[src/rtl/param_mem_processor.sv]
// param_mem_processor: parametrised FETCH/EXE/MEM core with an rw/ack memory handshake.
// Build with MEM_TIMEOUT_EN defined to trap to ERR when a memory ack takes TIMEOUT_CYC cycles.
module param_mem_processor #(
   parameter int WORD_WIDTH  = 16,
   parameter int ADDR_WIDTH  = 16,
   parameter int REG_NUM     = 4,
   parameter int PC_WIDTH    = 8,
   parameter int TIMEOUT_CYC = 64,
   localparam int RIDX_W     = $clog2(REG_NUM),
   localparam int INSTR_W    = 3 + RIDX_W + WORD_WIDTH
) (
   input  logic                  clk,
   input  logic                  reset,
   input  logic [INSTR_W-1:0]    instruction,
   output logic [PC_WIDTH-1:0]   pcCounter,
   output logic [WORD_WIDTH-1:0] data,
   output logic                  halted,
   output logic                  errFlag,
   output logic [1:0]            rwToMem,
   output logic [ADDR_WIDTH-1:0] addrToMem,
   output logic [WORD_WIDTH-1:0] dataToMem,
   input  logic                  rdEn,
   input  logic                  wtEn,
   input  logic [WORD_WIDTH-1:0] dataFromMem
);

   typedef enum logic [2:0] {
      ST_FETCH = 3'd0,
      ST_EXE   = 3'd1,
      ST_MEM   = 3'd2,
      ST_HALT  = 3'd3,
      ST_ERR   = 3'd4
   } state_t;

   typedef enum logic [2:0] {
      OP_NOP  = 3'd0,
      OP_SET  = 3'd1,
      OP_GET  = 3'd2,
      OP_LD   = 3'd3,
      OP_ST   = 3'd4,
      OP_ADD  = 3'd5,
      OP_BNZ  = 3'd6,
      OP_HALT = 3'd7
   } op_t;

   typedef enum logic [1:0] {
      RW_IDLE = 2'd0,
      RW_RD   = 2'd1,
      RW_WT   = 2'd2
   } rw_t;

   if (ADDR_WIDTH > WORD_WIDTH || PC_WIDTH > WORD_WIDTH || REG_NUM < 2 ||
       (1 << RIDX_W) != REG_NUM || TIMEOUT_CYC < 1 || TIMEOUT_CYC > 65535) begin : g_bad_param
      $error("param_mem_processor: illegal parameter combination");
   end

   state_t                  state_r;
   rw_t                     rw_r;
   logic [PC_WIDTH-1:0]     pc_r;
   logic [INSTR_W-1:0]      ir_r;
   logic [WORD_WIDTH-1:0]   regs_r [REG_NUM];
   logic [WORD_WIDTH-1:0]   data_r;
   logic                    halted_r;
   logic                    err_r;
   logic [ADDR_WIDTH-1:0]   addr_r;
   logic [WORD_WIDTH-1:0]   wdata_r;

`ifdef MEM_TIMEOUT_EN
   localparam logic [15:0]  WAIT_LAST = 16'(TIMEOUT_CYC - 1);
   logic [15:0]             wait_cnt_r;
`endif

   op_t                     op_s;
   logic [RIDX_W-1:0]       ridx_s;
   logic [WORD_WIDTH-1:0]   imm_s;
   logic [WORD_WIDTH-1:0]   rval_s;
   logic [ADDR_WIDTH-1:0]   addr_s;

   // Field decode of the held instruction word.
   always_comb begin
      op_s   = op_t'(ir_r[INSTR_W-1 -: 3]);
      ridx_s = ir_r[WORD_WIDTH +: RIDX_W];
      imm_s  = ir_r[WORD_WIDTH-1:0];
      rval_s = regs_r[ridx_s];
      addr_s = imm_s[ADDR_WIDTH-1:0];
   end

   // Core state machine with all architectural state and registered outputs.
   always_ff @(posedge clk or negedge reset) begin
      if (!reset) begin
         state_r  <= ST_FETCH;
         rw_r     <= RW_IDLE;
         pc_r     <= '0;
         ir_r     <= '0;
         data_r   <= '0;
         halted_r <= 1'b0;
         err_r    <= 1'b0;
         addr_r   <= '0;
         wdata_r  <= '0;
         for (int i = 0; i < REG_NUM; i++) begin
            regs_r[i] <= '0;
         end
`ifdef MEM_TIMEOUT_EN
         wait_cnt_r <= 16'd0;
`endif
      end else begin
         case (state_r)
            ST_FETCH: begin
               ir_r    <= instruction;
               pc_r    <= pc_r + PC_WIDTH'(1);
               rw_r    <= RW_IDLE;
               state_r <= ST_EXE;
            end
            ST_EXE: begin
               state_r <= ST_FETCH;
`ifdef MEM_TIMEOUT_EN
               wait_cnt_r <= 16'd0;
`endif
               case (op_s)
                  OP_NOP: begin
                     state_r <= ST_FETCH;
                  end
                  OP_SET: regs_r[ridx_s] <= imm_s;
                  OP_GET: data_r <= rval_s;
                  OP_LD: begin
                     rw_r    <= RW_RD;
                     addr_r  <= addr_s;
                     state_r <= ST_MEM;
                  end
                  OP_ST: begin
                     rw_r    <= RW_WT;
                     addr_r  <= addr_s;
                     wdata_r <= rval_s;
                     state_r <= ST_MEM;
                  end
                  OP_ADD: regs_r[ridx_s] <= rval_s + imm_s;
                  // A taken branch replaces the pc already incremented in FETCH.
                  OP_BNZ: begin
                     if (rval_s != '0) begin
                        pc_r <= imm_s[PC_WIDTH-1:0];
                     end
                  end
                  OP_HALT: begin
                     halted_r <= 1'b1;
                     state_r  <= ST_HALT;
                  end
                  default: begin
                     err_r   <= 1'b1;
                     state_r <= ST_ERR;
                  end
               endcase
            end
            ST_MEM: begin
               // Simultaneous acks are a protocol violation; wrong-kind acks are ignored.
               if (rdEn && wtEn) begin
                  err_r   <= 1'b1;
                  rw_r    <= RW_IDLE;
                  state_r <= ST_ERR;
               end else if (rdEn && op_s == OP_LD) begin
                  regs_r[ridx_s] <= dataFromMem;
                  rw_r           <= RW_IDLE;
                  state_r        <= ST_FETCH;
               end else if (wtEn && op_s == OP_ST) begin
                  rw_r    <= RW_IDLE;
                  state_r <= ST_FETCH;
`ifdef MEM_TIMEOUT_EN
               end else if (wait_cnt_r == WAIT_LAST) begin
                  err_r   <= 1'b1;
                  rw_r    <= RW_IDLE;
                  state_r <= ST_ERR;
               end else begin
                  wait_cnt_r <= wait_cnt_r + 16'd1;
               end
`else
               end else begin
                  state_r <= ST_MEM;
               end
`endif
            end
            ST_HALT: begin
               rw_r <= RW_IDLE;
            end
            ST_ERR: begin
               err_r <= 1'b1;
               rw_r  <= RW_IDLE;
            end
            default: begin
               err_r   <= 1'b1;
               rw_r    <= RW_IDLE;
               state_r <= ST_ERR;
            end
         endcase
      end
   end

   assign pcCounter = pc_r;
   assign data      = data_r;
   assign halted    = halted_r;
   assign errFlag   = err_r;
   assign rwToMem   = rw_r;
   assign addrToMem = addr_r;
   assign dataToMem = wdata_r;

endmodule
[config.mk]
export PLATFORM = sky130hd
export DESIGN_NAME = param_mem_processor
export DESIGN_NICKNAME = d
export VERILOG_FILES = /design/src/rtl/param_mem_processor.sv
export SDC_FILE = /design/constraint.sdc
export NUM_CORES = 1
export LEC_CHECK = 0
export ABC_AREA = 0
export BUFFER_PORTS_ARGS = -buffer_cell sky130_fd_sc_hd__buf_2
export CORE_ASPECT_RATIO = 0.8
export CORE_MARGIN = 3
export CORE_UTILIZATION = 47
export DETAILED_ROUTE_END_ITERATION = 8
export HOLD_SLACK_MARGIN = 0.15
export PLACE_DENSITY = 0.74
export SYNTH_ARGS = -nofsm -noshare
export SYNTH_HDL_FRONTEND = slang
export SYNTH_SLANG_ARGS = --single-unit
[constraint.sdc]
create_clock -name clk -period 4.88 [get_ports clk]
set_input_delay 0.732 -clock clk [delete_from_list [all_inputs] [get_ports clk]]
set_output_delay 0.732 -clock clk [all_outputs]
set_load 0.02 [all_outputs]
==> results by group <==
Status
  – Status: complete, no violations

Floorplan
  – Initial Util: 49.1%
  – Ports: 101
  – Die area: 0.0176 mm2
  – Core area: 0.0153 mm2
  – Die Height: 119 um
  – Die width: roughly 150 um
  – Std-Cell Rows: 40

Timing
  – Worst slew pin tran: 1.08 ns
  – Setup Skew: 0.00847 ns
  – Worst hold slack: 0.470 ns
  – Post-Route Setup TNS: 0 ns
  – FMAX: 0.236 GHz
  – Final setup fails: 0
  – Final worst-path cycle share: 86.9%
  – Final count of pins violating max slew: 0
  – Min cycle time layout: 4.24 ns
  – Final Hold Vio Count: 0
  – RSZ-0062 raised after global routing: false
  – Slew headroom: roughly 28%

Yosys
  – Gate count of the mapped netlist: 659
  – Synth warnings: 0
  – Async SR Flop Fraction: 100%
  – Post-synth top flop: dfrtp_1
  – Top cell type's share of synthesized area: about half
  – Cell Area, Synth: ~0.0075 mm2
  – Dominant cells by area after synthesis: dfrtp_1, mux2_2, mux4_2, o21ai_0, nand2_1
  – Post-synth EDFFs: 0
  – Most common cell in the netlist: dfrtp_1
  – Cell taking the most area after synthesis: dfrtp_1
  – Netlist cell types: 63
  – Synth top cells by count: dfrtp_1, mux2_2, nand2_1, o21ai_0, nor2_1
  – Sequential share of the synthesized area: 49.3%
  – Syn nets: 717
  – Syn Area/Cell: 11.4 um2
  – #FFs+latches synth: roughly 150

Worst setup path
  – Worst setup path start: ir_r[17]$_DFFE_PN0P_
  – Buf/Inv on CP: 0
  – Worst R2R Setup Slack: 0.64 ns
  – Worst Setup End Kind: flop
  – Crit path largest cell delay: 1.06 ns
  – Crit path max-delay cell type: dfrtp_1
  – Crit path cell chain: mux4_2 -> ha_1 -> a211oi_1 -> o211ai_1 -> a41o_1 -> a221oi_2 -> mux2i_1 -> nor4_1 -> or3_1
  – Critical Path AT: roughly 4.5 ns
  – Delay-heaviest family, CP: compound AO/OA/AOI/OAI gates
  – Critical path launch point type: flop
  – Reg-to-Reg Start: ir_r[17]$_DFFE_PN0P_
  – WS Path Type: reg2reg
  – Worst path required time: about 5.2 ns
  – Maximum fanout along the worst path: 22

Finish
  – Fillers: 1,305
  – Non-Filler Instances: just under 1,000
  – Ant diodes: 0
  – Nets: 811
  – Layout cell share with drive strength beyond 1: 35.4%
  – Area of the multi-input gates: ~0.0036 mm2
  – Sequential cell area: 0.00370 mm2
  – Design Area, Final: 0.00875 mm2
  – Area delta synth->final: 16.4%

Detailed routing
  – Post-route DRC: 0
  – Vias: 5,901
  – Initial drt markers: 511
  – DRT Pass-1 Iters: 5
  – Wire length per cell: 20.7 um
  – Vias per inst: around 6.1
  – Post-DRT Antenna Nets: 0
  – Final wirelength: 20,200 um

GRT
  – Largest net degree at the start of global routing: roughly 120
  – Initial antenna violation count: 0
  – GRT Util Overall: 24.0%
  – Vias in the first global route: 6,300
  – First-pass GRT wire length: between 30,000 and 40,000 um
  – Total congestion overflow: 0

Placed design
  – # placed instances: 944
  – Placement-stage cell area: 0.00822 mm2
  – Port Buffers: 100
  – Gpl congestion: 0.920
  – Hpwl dp: 14,300 um

Clock tree
  – Root Buffer: clkbuf_16
  – Inserted Clock Buffers: 17
  – Post-CTS sizing: 0
  – Depth of the CTS H-tree: 4
  – Clock buffer depth: 2
  – Post-CTS setup buffer count: 0
  – CTS Sinks: 148
  – Worst-path clk slew: about 0.060 ns
  – Hold buffers post-CTS: 0
  – Worst-Skew Late Latency: 0.42 ns
  – CTS tree: yes

Pwr
  – Int Pwr: between 3 and 4 mW
  – Clock power frac: 17.3%
  – Sw frac: 43.1%
  – Sw Pwr: 2.93 mW
  – PD cells: around 780 mW/mm2
  – Seq pwr share: between 30% and 40%
  – Worst VDD drop: 341 uV
  – Pwr Total: 6.79 mW
  – Lkg Pwr: 4.16 nW
  – Logic pwr share: 49.5%

Flow run
  – Max-cap violation count: 0

Hold path
  – Worst min-delay path class: in2async
==> state kept, by name (all words and copies together), names as in the netlist <==
register and cells:
rwToMem 2, pcCounter 8, errFlag 1, data 16, dataToMem 16, ir_r 21
regs_r 64, state_r 3, addrToMem 16, halted 1
==> logic make-up after synthesis <==
kind of cell             after synthesis  share of synthesized area (%)
adder cells (fa/ha/maj)               17                           2.93
XOR/XNOR                               8                          0.932
multiplexers                         124                           20.8
buffers and inverters                 48                           2.93
AO/OA/AOI/OAI                        141                           11.7
AND/OR/NAND/NOR                      173                           11.4
flip-flops                           148                           49.3
==> cells in the final DEF, fill, tap and decap left out, drive strengths merged, types with 3 or more instances in the layout <==
cell type  count
a211o          3
a211oi         3
a21o           6
a21oi         28
a22oi          5
a31oi          9
and2           4
and3           8
buf          113
clkbuf        21
clkinv         8
dfrtp        148
ha            16
inv           10
mux2          97
mux2i         11
mux4          16
nand2         63
nand2b         6
nand3         10
nand4          5
nor2          35
nor3          15
nor3b          3
nor4           4
o211ai         6
o21a           4
o21ai         56
o31ai          5
or2            3
or3            4
or4            4
xnor2          4
xor2           4
==> final cells by class <==
type	count	share of cell area, %
clock buffer	21	5.38
clock inverter	10	0.672
multi-input combinational	463	41.2
timing repair buffer	113	7.05
sequential	148	42.3
tap	210	3.00
inverter	10	0.429
==> worst paths after layout <==
kind                                          end  cells past startpoint
min in group clk               halted$_DFFE_PN0P_                      1
max                        regs_r[31]$_DFFE_PN0P_                      9
min reg2reg                    halted$_DFFE_PN0P_                      1
min                           data[7]$_DFFE_PN0P_                      1
max reg2reg                regs_r[31]$_DFFE_PN0P_                      9
max in group asynchronous  regs_r[39]$_DFFE_PN0P_                      2
==> layer usage <==
layer  wire (um)  track usage (%)  up-vias
met3        1650             7.38       44
li1            -                -     2620
met2        9110             37.3      268
met4         514             7.74        0
met1        8890             32.5     2969
met5           0                0        -
==> per-stage QoR <==
step,utilization [%],worst slack [ns]
after CTS,57.1,0.696
final,57.1,0.639
after detailed placement,53.7,0.715
after floorplan,-,1.31
after global placement,53.7,0.897
after global routing,57.1,0.475
==> worst reg2reg max path, cell delays in order (launching register included) <==
cell and delay [ns]:
dfrtp_1 1.06, mux4_2 0.53, ha_1 0.34, a211oi_1 0.32, o211ai_1 0.19, a41o_1 0.31
a221oi_2 0.31, mux2i_1 0.59, nor4_1 0.11, or3_1 0.37
==> power groups by stage <==
| stage | clock network (mW) | logic [mW] | registers [mW] |
|---|---|---|---|
| 6_report | 1.17 | 3.36 | 2.26 |
| 2_1_floorplan | 0 | 2.26 | 2.29 |
| 3_3_place_gp | 0 | 3.18 | 2.22 |
| 4_1_cts | 1.19 | 3.32 | 2.25 |
| 3_5_place_dp | 0 | 3.30 | 2.26 |
| 5_1_grt | 1.25 | 3.66 | 2.33 |
Power figures use the tool's default switching activity.
